### src/rtl/collision_speed_arbiter_pkg.sv
// Shared types and helpers for the collision speed arbiter: FSM states,
// speed width and the pair-index to ball-pair mapping.
package collision_speed_arbiter_pkg;

  localparam int unsigned SPEED_W           = 11;
  localparam int unsigned DEFAULT_NUM_BALLS = 4;

  typedef enum logic [1:0] {
    IDLE   = 2'd0,
    SELECT = 2'd1,
    CALC   = 2'd2,
    APPLY  = 2'd3
  } state_t;

  typedef struct packed {
    logic [7:0] a;
    logic [7:0] b;
  } ball_pair_t;

  // Pairs (i,j), i<j, enumerated lexicographically; i is ball A, j is ball B
  function automatic ball_pair_t pair_to_balls(input int unsigned num_balls,
                                               input int unsigned pair);
    ball_pair_t  res;
    int unsigned p;
    res = '0;
    p   = 0;
    for (int unsigned i = 0; i < num_balls; i++) begin
      for (int unsigned j = i + 1; j < num_balls; j++) begin
        if (p == pair) begin
          res.a = 8'(i);
          res.b = 8'(j);
        end
        p++;
      end
    end
    return res;
  endfunction

endpackage

### src/rtl/collision_speed_arbiter_rr_pair_picker.sv
// Combinational round-robin picker: lowest pending pair index at or after
// rr_ptr, wrapping modulo NUM_PAIRS.
module rr_pair_picker #(
  parameter int unsigned NUM_PAIRS = 6,
  parameter int unsigned PAIR_W    = 3
) (
  input  logic [NUM_PAIRS-1:0] pending,
  input  logic [PAIR_W-1:0]    rr_ptr,
  output logic                 valid_c,
  output logic [PAIR_W-1:0]    idx_c
);

  // Scan offsets from farthest to nearest so the nearest hit wins
  always_comb begin
    int unsigned cand;
    valid_c = 1'b0;
    idx_c   = '0;
    cand    = 0;
    for (int unsigned k = NUM_PAIRS; k > 0; k--) begin
      cand = (32'(rr_ptr) + k - 1) % NUM_PAIRS;
      if (pending[PAIR_W'(cand)]) begin
        valid_c = 1'b1;
        idx_c   = PAIR_W'(cand);
      end
    end
  end

endmodule

### src/rtl/collision_speed_arbiter.sv
// Serialises ball-pair collisions onto one shared speed-calculation unit and
// applies the returned speeds, serving each pair at most once per frame.
module collision_speed_arbiter
  import collision_speed_arbiter_pkg::*;
#(
  parameter  int unsigned NUM_BALLS    = DEFAULT_NUM_BALLS,
  parameter  int unsigned CALC_TIMEOUT = 255,
  localparam int unsigned NUM_PAIRS    = NUM_BALLS * (NUM_BALLS - 1) / 2
) (
  input  logic                      clk,
  input  logic                      resetN,
  input  logic                      startOfFrame,
  input  logic [NUM_PAIRS-1:0]      pair_collision,
  input  logic signed [SPEED_W-1:0] ball_xspeed [NUM_BALLS],
  input  logic signed [SPEED_W-1:0] ball_yspeed [NUM_BALLS],
  output logic                      calc_start,
  output logic signed [SPEED_W-1:0] calc_ax,
  output logic signed [SPEED_W-1:0] calc_ay,
  output logic signed [SPEED_W-1:0] calc_bx,
  output logic signed [SPEED_W-1:0] calc_by,
  input  logic                      calc_done,
  input  logic signed [SPEED_W-1:0] calc_xa,
  input  logic signed [SPEED_W-1:0] calc_ya,
  input  logic signed [SPEED_W-1:0] calc_xb,
  input  logic signed [SPEED_W-1:0] calc_yb,
  output logic [NUM_BALLS-1:0]      collision_with_ball,
  output logic signed [SPEED_W-1:0] Xspeed_out [NUM_BALLS],
  output logic signed [SPEED_W-1:0] Yspeed_out [NUM_BALLS],
  output logic                      busy,
  output logic                      calc_timeout_err
);

  localparam int unsigned PAIR_W = (NUM_PAIRS > 1) ? $clog2(NUM_PAIRS) : 1;
  localparam int unsigned BALL_W = (NUM_BALLS > 1) ? $clog2(NUM_BALLS) : 1;
  localparam int unsigned TMO_W  = $clog2(CALC_TIMEOUT + 1);

  state_t                    state_q, state_n;
  logic [NUM_PAIRS-1:0]      pending_q, pending_n;
  logic [NUM_PAIRS-1:0]      served_q, served_n;
  logic [PAIR_W-1:0]         rr_ptr_q, rr_ptr_n;
  logic [PAIR_W-1:0]         sel_q, sel_n;
  logic [TMO_W-1:0]          tmo_q, tmo_n;
  logic                      start_n, busy_n, err_n;
  logic [NUM_BALLS-1:0]      coll_n;
  logic signed [SPEED_W-1:0] ax_n, ay_n, bx_n, by_n;
  logic signed [SPEED_W-1:0] xs_n [NUM_BALLS];
  logic signed [SPEED_W-1:0] ys_n [NUM_BALLS];
  logic                      pick_valid_c;
  logic [PAIR_W-1:0]         pick_idx_c;
  ball_pair_t                pick_ab, sel_ab;

  rr_pair_picker #(
    .NUM_PAIRS (NUM_PAIRS),
    .PAIR_W    (PAIR_W)
  ) u_picker (
    .pending (pending_q),
    .rr_ptr  (rr_ptr_q),
    .valid_c (pick_valid_c),
    .idx_c   (pick_idx_c)
  );

  assign pick_ab = pair_to_balls(NUM_BALLS, 32'(pick_idx_c));
  assign sel_ab  = pair_to_balls(NUM_BALLS, 32'(sel_q));

  // Next-state and next-output logic. The pick is made while IDLE so that
  // calc_start and its operands appear together in the SELECT cycle.
  always_comb begin
    state_n  = state_q;
    served_n = startOfFrame ? '0 : served_q;
    pending_n = (startOfFrame ? '0 : pending_q) | (pair_collision & ~served_n);
    rr_ptr_n = rr_ptr_q;
    sel_n    = sel_q;
    tmo_n    = tmo_q;
    start_n  = 1'b0;
    coll_n   = '0;
    ax_n     = calc_ax;
    ay_n     = calc_ay;
    bx_n     = calc_bx;
    by_n     = calc_by;
    xs_n     = Xspeed_out;
    ys_n     = Yspeed_out;
    err_n    = calc_timeout_err;

    case (state_q)
      IDLE: begin
        if (pick_valid_c) begin
          state_n = SELECT;
          sel_n   = pick_idx_c;
          start_n = 1'b1;
          ax_n    = ball_xspeed[BALL_W'(pick_ab.a)];
          ay_n    = ball_yspeed[BALL_W'(pick_ab.a)];
          bx_n    = ball_xspeed[BALL_W'(pick_ab.b)];
          by_n    = ball_yspeed[BALL_W'(pick_ab.b)];
        end
      end
      SELECT: begin
        state_n = CALC;
        tmo_n   = '0;
      end
      CALC: begin
        if (calc_done) begin
          state_n                      = APPLY;
          coll_n[BALL_W'(sel_ab.a)]    = 1'b1;
          coll_n[BALL_W'(sel_ab.b)]    = 1'b1;
          xs_n[BALL_W'(sel_ab.a)]      = calc_xa;
          ys_n[BALL_W'(sel_ab.a)]      = calc_ya;
          xs_n[BALL_W'(sel_ab.b)]      = calc_xb;
          ys_n[BALL_W'(sel_ab.b)]      = calc_yb;
        end else if (tmo_q == TMO_W'(CALC_TIMEOUT - 1)) begin
          state_n          = IDLE;
          pending_n[sel_q] = 1'b0;
          served_n[sel_q]  = 1'b1;
          err_n            = 1'b1;
        end else begin
          tmo_n = tmo_q + TMO_W'(1);
        end
      end
      APPLY: begin
        state_n          = IDLE;
        pending_n[sel_q] = 1'b0;
        served_n[sel_q]  = 1'b1;
        rr_ptr_n = (sel_q == PAIR_W'(NUM_PAIRS - 1)) ? '0 : sel_q + PAIR_W'(1);
      end
      default: state_n = IDLE;
    endcase

    busy_n = (state_n != IDLE);
  end

  always_ff @(posedge clk or negedge resetN) begin
    if (!resetN) begin
      state_q             <= IDLE;
      pending_q           <= '0;
      served_q            <= '0;
      rr_ptr_q            <= '0;
      sel_q               <= '0;
      tmo_q               <= '0;
      calc_start          <= 1'b0;
      calc_ax             <= '0;
      calc_ay             <= '0;
      calc_bx             <= '0;
      calc_by             <= '0;
      collision_with_ball <= '0;
      Xspeed_out          <= '{default: '0};
      Yspeed_out          <= '{default: '0};
      busy                <= 1'b0;
      calc_timeout_err    <= 1'b0;
    end else begin
      state_q             <= state_n;
      pending_q           <= pending_n;
      served_q            <= served_n;
      rr_ptr_q            <= rr_ptr_n;
      sel_q               <= sel_n;
      tmo_q               <= tmo_n;
      calc_start          <= start_n;
      calc_ax             <= ax_n;
      calc_ay             <= ay_n;
      calc_bx             <= bx_n;
      calc_by             <= by_n;
      collision_with_ball <= coll_n;
      Xspeed_out          <= xs_n;
      Yspeed_out          <= ys_n;
      busy                <= busy_n;
      calc_timeout_err    <= err_n;
    end
  end

endmodule

### config.mk
export PLATFORM = sky130hd
export DESIGN_NAME = collision_speed_arbiter
export DESIGN_NICKNAME = d
export VERILOG_FILES = /design/src/rtl/collision_speed_arbiter_pkg.sv /design/src/rtl/collision_speed_arbiter_rr_pair_picker.sv /design/src/rtl/collision_speed_arbiter.sv
export SDC_FILE = /design/constraint.sdc
export NUM_CORES = 1
export LEC_CHECK = 0
export CORE_ASPECT_RATIO = 0.75
export CORE_MARGIN = 4
export CORE_UTILIZATION = 49
export CTS_BUF_LIST = sky130_fd_sc_hd__clkbuf_8 sky130_fd_sc_hd__clkbuf_16
export CTS_CLUSTER_DIAMETER = 120
export DETAILED_ROUTE_END_ITERATION = 6
export MAX_ROUTING_LAYER = met4
export PLACE_DENSITY = 0.79
export SLEW_MARGIN = 15
export SYNTH_ARGS = -nofsm -noshare
export SYNTH_HDL_FRONTEND = slang
export SYNTH_HIERARCHICAL = 1
export SYNTH_SLANG_ARGS = --single-unit
export TNS_END_PERCENT = 10
### constraint.sdc
create_clock -name clk -period 6.8 [get_ports clk]
set_clock_uncertainty 0.05 [all_clocks]
set_input_delay 0.68 -clock clk [delete_from_list [all_inputs] [get_ports clk]]
set_output_delay 0.68 -clock clk [all_outputs]
set_load 0.01 [all_outputs]
=== After elaboration in Yosys (flattened, before gate mapping) ===
Cells that the tools add are included.

* Multipliers: 0
* $add $sub $neg: 14
* Reduce and logical (&&, ||, !) cells: 14
* Bitwise gates (word level): 12
* Magnitude comparators: 18
* Mux-type cells: 82
* Shift-type cells: 0
* Divide/modulo/power cells: 6
* Eq/ne operators: 17

{| class="wikitable"
|+ Operator list
! kind !! number
|-
| $mod 32x3->32 const B || 6
|-
| $sub 32x1->32 const B || 6
|-
| $bwmux 44 || 4
|-
| $mux 11 || 10
|-
| $mux 10 || 10
|-
| $bmux 11 s2 || 4
|-
| $demux 11 s2 || 2
|-
| $mux 6 || 6
|-
| $lt 3x4->1 const B || 7
|-
| $pmux 6 s2 || 2
|-
| $mux 3 || 7
|-
| $mux 1 || 19
|-
| $bmux 1 s3 || 6
|-
| $mux 8 || 2
|-
| $pmux 8 s2 || 1
|-
| $add 3x3->4 const B || 3
|-
| $and 6x6->6 || 2
|-
| $eq 2x3->1 const A || 4
|-
| $eq 3x3->1 const A || 4
|-
| $ge 3x3->1 const B || 4
|-
| $not 2->3 || 4
|-
| $not 6->6 || 2
|-
| $or 6x6->6 || 2
|-
| $add 3x2->4 const B || 2
|-
| other kinds (26) || 44
|}

* Logic and storage cells: 185
* RAM bits: 0
* Memory bits (read-only): 0
* Output and inout bits: 139
* Flip-flop bits (word level): 167
* Bits in latches: 0
* Memories: 0

=== Depth between registers and ports, before layout ===
* Depth after elaboration: 22
* Mapped depth: 25
* Mapped depth without buffers: 21

=== By module ===
Netlist, hierarchy kept.

{| class="wikitable"
|+ Modules (own cells, without submodules)
! module !! times used !! cells an instance !! area an instance (µm²) !! seq. area each (µm²)
|-
| collision_speed_arbiter || 1 || 663 || 8,194.1 || 4,179.0
|-
| rr_pair_picker || 1 || 314 || 2,125.8 || 0.0
|}

=== Worst setup path before layout ===
Ideal clock, no wire load.

* Path type: register -> register
* Start point: register rr_ptr_q[0]
* End point: register calc_bx[9]
* Buffers on the path: 6
* Setup time: 142 ps
* Data required time: 6,608 ps
* Cell stages (with the launch flop): 26
* Slack: 1,073 ps
* Arrival: 5,534 ps
* Path through: dfrtp_1 > buf_2 > buf_1 > inv_1 > ha_1 > clkbuf_1 > nand2b_1 > nor2_1 > ha_1 > ha_1 > clkbuf_1 > nor3_1 > a21oi_1 > nor2_1 > a31o_2 > a222oi_1 > inv_1 > or3_1 > a21oi_1 > a2111oi_1 > nor2_1 > mux2i_1 > buf_2 > buf_2 > mux2i_1 > o221ai_1

* Word-level cells in the longest chain between the ends: 22

{| class="wikitable"
|+ Ends and longest elaborated chain
! item !! line !! text
|-
| start: declaration || collision_speed_arbiter.sv:40 || <nowiki>logic [PAIR_W-1:0] rr_ptr_q, rr_ptr_n;</nowiki>
|-
| start signal: assignment || collision_speed_arbiter.sv:152 || <nowiki>rr_ptr_q <= rr_ptr_n;</nowiki>
|-
| $add 3x3->4 || collision_speed_arbiter_rr_pair_picker.sv:20 || <nowiki>cand = (32'(rr_ptr) + k - 1) % NUM_PAIRS;</nowiki>
|-
| $sub 32x1->32 || collision_speed_arbiter_rr_pair_picker.sv:20 ||
|-
| $mod 32x3->32 || collision_speed_arbiter_rr_pair_picker.sv:20 ||
|-
| $bmux 1 s3 || collision_speed_arbiter_rr_pair_picker.sv:21 || <nowiki>if (pending[PAIR_W'(cand)]) begin</nowiki>
|-
| $mux 1 (not written as such) || collision_speed_arbiter_rr_pair_picker.sv:21 ||
|-
| $mux 3 (5 in series) || collision_speed_arbiter_rr_pair_picker.sv:21 ||
|-
| $mux 3 * || collision_speed_arbiter_rr_pair_picker.sv:21 ||
|-
| via pick_idx_c[2] || collision_speed_arbiter.sv:49 || <nowiki>logic [PAIR_W-1:0] pick_idx_c;</nowiki>
|-
| $logic_not 3->1 || collision_speed_arbiter_pkg.sv:29 || <nowiki>if (p == pair) begin</nowiki>
|-
| $mux 1 || collision_speed_arbiter_pkg.sv:29 ||
|-
| $mux 10 (4 in series) || collision_speed_arbiter_pkg.sv:29 ||
|-
| $mux 10 * || collision_speed_arbiter_pkg.sv:29 ||
|-
| $not 2->3 (not written as such) * || collision_speed_arbiter.sv:92 || <nowiki>bx_n = ball_xspeed[BALL_W'(pick_ab.b)];</nowiki>
|-
| $bmux 11 s2 * || collision_speed_arbiter.sv:92 ||
|-
| $mux 11 (not written as such) * (2 in series) || collision_speed_arbiter.sv:92 ||
|-
| end signal: assignment || collision_speed_arbiter.sv:158 || <nowiki>calc_bx <= bx_n;</nowiki>
|-
| end: declaration || collision_speed_arbiter.sv:19 || <nowiki>output logic signed [SPEED_W-1:0] calc_bx,</nowiki>
|}

Mark *: on every way through the listed nets, which the timed path passes. The rest lies on a longest branch. The select of a mux whose other input is x is not followed.
A chain may end at the register's enable or synchronous reset.

=== Worst setup path in the final report ===
* Start point: register rr_ptr_q[1]
* End point: register calc_ax[5]

* Word-level cells in the longest chain between the ends: 20

{| class="wikitable"
|+ Ends and longest elaborated chain
! item !! line !! text
|-
| $add 3x3->4 || collision_speed_arbiter_rr_pair_picker.sv:20 ||
|-
| $sub 32x1->32 || collision_speed_arbiter_rr_pair_picker.sv:20 ||
|-
| $mod 32x3->32 || collision_speed_arbiter_rr_pair_picker.sv:20 ||
|-
| $bmux 1 s3 || collision_speed_arbiter_rr_pair_picker.sv:21 ||
|-
| $mux 1 (not written as such) || collision_speed_arbiter_rr_pair_picker.sv:21 ||
|-
| $mux 3 (5 in series) || collision_speed_arbiter_rr_pair_picker.sv:21 ||
|-
| $mux 3 * || collision_speed_arbiter_rr_pair_picker.sv:21 ||
|-
| via pick_idx_c[0] || collision_speed_arbiter.sv:49 ||
|-
| $eq 2x3->1 || collision_speed_arbiter_pkg.sv:29 ||
|-
| $mux 10 (3 in series) || collision_speed_arbiter_pkg.sv:29 ||
|-
| $mux 10 * || collision_speed_arbiter_pkg.sv:29 ||
|-
| $not 2->3 (not written as such) * || collision_speed_arbiter.sv:90 || <nowiki>ax_n = ball_xspeed[BALL_W'(pick_ab.a)];</nowiki>
|-
| $bmux 11 s2 * || collision_speed_arbiter.sv:90 ||
|-
| $mux 11 (not written as such) * (2 in series) || collision_speed_arbiter.sv:90 ||
|-
| end signal: assignment || collision_speed_arbiter.sv:156 || <nowiki>calc_ax <= ax_n;</nowiki>
|-
| end: declaration || collision_speed_arbiter.sv:17 || <nowiki>output logic signed [SPEED_W-1:0] calc_ax,</nowiki>
|}

Marks and branches as above.

==> results.sh <==
export IMPL_run_status="completed"
export IMPL_layout_drive_gt1_share_pct=15.8
export IMPL_routed_wirelength_mm=33.2
export IMPL_postSynth_topFlopCell="dfrtp_1"
export IMPL_insertion_delay_ps=420
export IMPL_hold_slack_ps=318
export IMPL_drt_pass1_iterations=5
export IMPL_power_leakage_nw=5.94
export IMPL_num_rows=45
export IMPL_final_min_clock_period_ps=6300
export IMPL_htreeDepth=4
export IMPL_clockRootBuffer="clkbuf_16"
export IMPL_inst_count_dp=1489
export IMPL_timing_critical_path_arrival_ps=6600
export IMPL_regToRegStartpoint="rr_ptr_q[1]$_DFFE_PN0P_"
export IMPL_type_of_element_capturing_the_critical_path="flip-flop"
export IMPL_cts_tree="built"
export IMPL_slew_headroom_pct=21.7
export IMPL_finish_net_count=1394
export IMPL_io_buffers=280
export IMPL_netlist_top_cell_by_area="dfrtp_1"
export IMPL_grt_antenna_before_repair=3
export IMPL_place_gp_congestion=0.950
export IMPL_critical_path_startpoint_type="flip-flop"
export IMPL_crit_path_start="rr_ptr_q[1]$_DFFE_PN0P_"
export IMPL_max_transition_viols_final=0
export IMPL_grt_first_pass_wirelength_mm=51.8
export IMPL_cts_sink_count=167
export IMPL_signed_area_change_from_the_synthesized_netlist_to_the_final_layout_pct=35.2
export IMPL_avgRoutedWirePerCell_um=21.7
export IMPL_fmax_mhz=159
export IMPL_yosys_register_bits=167
export IMPL_vias_per_cell=5.92
export IMPL_antenna_violating_nets_post_route=0
export IMPL_grt_pass1_vias=9178
export IMPL_cellPowerDensity_mw_per_mm2=663
export IMPL_instances_no_fill=1526
export IMPL_period_utilization_pct=92.7
export IMPL_route_vias_total=9040
export IMPL_cts_inserted_buffers=17
export IMPL_critical_path_max_fanout=18
export IMPL_largest_net_degree_at_the_start_of_global_routing=103
export IMPL_synth_fp_nets=1143
export IMPL_initial_utilization_pct=50.5
export IMPL_final_hold_violation_count=0
export IMPL_synth_edff_count=0
export IMPL_drcViolationCount=0
export IMPL_post_synth_inst_count=977
export IMPL_globalRouteOverflowTotal=0
export IMPL_global_route_usage_total_pct=28.6
export IMPL_max_cap_violations=0
export IMPL_synth_warnings=6
export IMPL_totalNegativeSetupSlack_ps=0
export IMPL_ir_worst_vdd_uv=646
export IMPL_worstSetupPathType="flip-flop to flip-flop"
export IMPL_timing_hold_worst_class="input pin to async pin"
export IMPL_max_clock_path_buffers=2
export IMPL_design_portCount=281
export IMPL_first_iter_violations=776
export IMPL_finalSetupViolCount=0
export IMPL_core_region_area_mm2=0.0204
export IMPL_die_area_mm2=0.0235
export IMPL_asyncSetResetFlopFracSynth_pct=100
export IMPL_cts_reportedPaths_clkPinSlew_ps=80
export IMPL_synth_seq_area_share_pct=40.5
export IMPL_cts_hold_fix_buffers=0
export IMPL_grt_setup_unrepaired="false"
export IMPL_chipHeight_um=134
export IMPL_worst_endpoint_required_ps=7100
export IMPL_number_of_different_library_cells_in_the_post_synthesis_netlist=77
export IMPL_cell_types_with_the_largest_area_share_after_synthesis="dfrtp_1 (40%), mux2_2 (11%), mux2i_1 (8.1%), a22oi_1 (3.3%), ha_1 (2.9%)"
export IMPL_die_width_um=176
export IMPL_post_synth_cell_area_avg_um2=10.6
export IMPL_tightestPinTransition_ps=1170
export IMPL_area_share_of_the_leading_cell_type_in_the_synthesized_netlist_pct=40.5
export IMPL_dpl_hpwl_mm=23.8
export IMPL_worst_r2r_path_depth=19
export IMPL_cell_area_synth_mm2=0.0103
-- Yosys cell counts (8+ instances only) --
cell,number
a21oi_1,24
a22oi_1,45
a31oi_1,9
and2_1,8
buf_2,23
buf_4,8
clkbuf_1,28
dfrtp_1,167
ha_1,24
inv_1,24
mux2_2,98
mux2_4,19
mux2i_1,84
nand2_1,70
nand2b_1,15
nand3_1,18
nand4_1,9
nor2_1,29
nor2b_1,18
nor3_1,28
o21ai_0,49
o221ai_1,23
o2bb2ai_1,23
xnor2_1,8
-- sequential cells by signal, summed over array words and instances (netlist names) --
register,count
Xspeed_out,44
Yspeed_out,44
calc_ax,11
calc_ay,11
calc_bx,11
calc_by,11
tmo_q,8
pending_q,6
served_q,6
collision_with_ball,4
rr_ptr_q,3
sel_q,3
state_q,2
busy,1
calc_start,1
calc_timeout_err,1
-- per-layer routing --
layer,up-vias,part of all wire [%],GRT usage [%]
met5,-,0,-
met4,0,2.3,7.71
met3,49,7.7,8.31
met2,335,47,44.2
met1,4476,43,37.2
li1,4180,-,-
-- worst paths after layout --
path	end	slack (ps)
setup / recovery	calc_ax[5]$_DFFE_PN0P_	500
hold reg to reg	calc_timeout_err$_DFFE_PN0P_	420
max in group asynchronous	Xspeed_out[15]$_DFFE_PN0P_	4960
hold / removal	collision_with_ball[0]$_DFF_PN0_	320
min in group clk	calc_timeout_err$_DFFE_PN0P_	420
setup reg to reg	calc_ax[5]$_DFFE_PN0P_	500
-- layout by cell type, fill, tap and decap left out, drive strengths merged, types with 4 or more instances in the layout --
cell and instances:
a221oi 5, and2 8, nand2b 16, o221ai 23
clkdlybuf4s50 279, nor3 30, ha 24, a21oi 26
a211oi 7, a22oi 45, nand3b 5, nand2 71
a21o 4, nand4 9, nor2b 18, and3 6
clkinvlp 4, o31ai 7, nor3b 4, xnor2 8
clkbuf 18, clkinv 4, o21ai 50, nand3 18
o2bb2ai 23, a211o 5, or3 9, o211ai 4
a31oi 9, mux2i 84, nor2 29, dfrtp 167
buf 20, inv 32, mux2 121, a2111oi 6
-- timing repair --
action                     4_1_cts  5_1_grt
setup endpoints to repair        0       38
setup buffers                    0        2
resized for setup                0        2
-- worst max-delay path, cell delays in order, from the launching register on --
cell      delay (ps)
dfrtp_1          500
ha_1             410
a21o_1           290
inv_1            220
ha_1             250
ha_1             460
nand2b_1         190
or3_1            330
a21oi_1          160
o21ai_0          140
a211oi_2         480
mux2_2           430
a41oi_1          310
a21oi_1          120
o211ai_1         650
nand3b_1         250
nor4b_4          570
buf_12           240
a22oi_1           80
o21ai_0          100
-- cell families after synthesis --
| kind of cell | count (synthesis) | share of synthesized area, % |
|---|---|---|
| compound gates | 242 | 17.2 |
| xor+xnor | 10 | 0.849 |
| fa+ha+maj | 24 | 2.91 |
| buf+inv | 94 | 4.43 |
| flops | 167 | 40.5 |
| mux | 205 | 22.0 |
| simple gates | 235 | 12.1 |
-- report_power, final --
group / switching, mW / total [mW] / internal (mW)
clock: 0.457 / 0.987 / 0.531
combinational: 3.40 / 6.48 / 3.08
sequential: 0.326 / 1.79 / 1.46
-- metrics by stage --
| stage | utilization, % | cell area (um2) | power, mW | setup WS, ps |
|---|---|---|---|---|
| after CTS | 68.1 | 13900 | 9.16 | 410 |
| after floorplan | - | 10300 | 6.02 | 1070 |
| after detailed placement | 65.2 | 13300 | 8.12 | 405 |
| after global routing | 68.3 | 14000 | 9.81 | 33.9 |
| final | 68.3 | 14000 | 9.25 | 497 |
| after global placement | 65.2 | 13300 | 8.00 | 741 |
-- area by class of cell --
class / instances / area (um2)
Clock buffer: 18 / 439
Clock inverter: 14 / 159
Inverter: 27 / 101
Fill cell: 1554 / 6480
Timing Repair Buffer: 299 / 2980
Sequential cell: 167 / 4180
Multi-Input combinational cell: 716 / 5730
Tap cell: 282 / 353
Antenna cell: 3 / 7.51
Power figures use the tool's default switching activity.
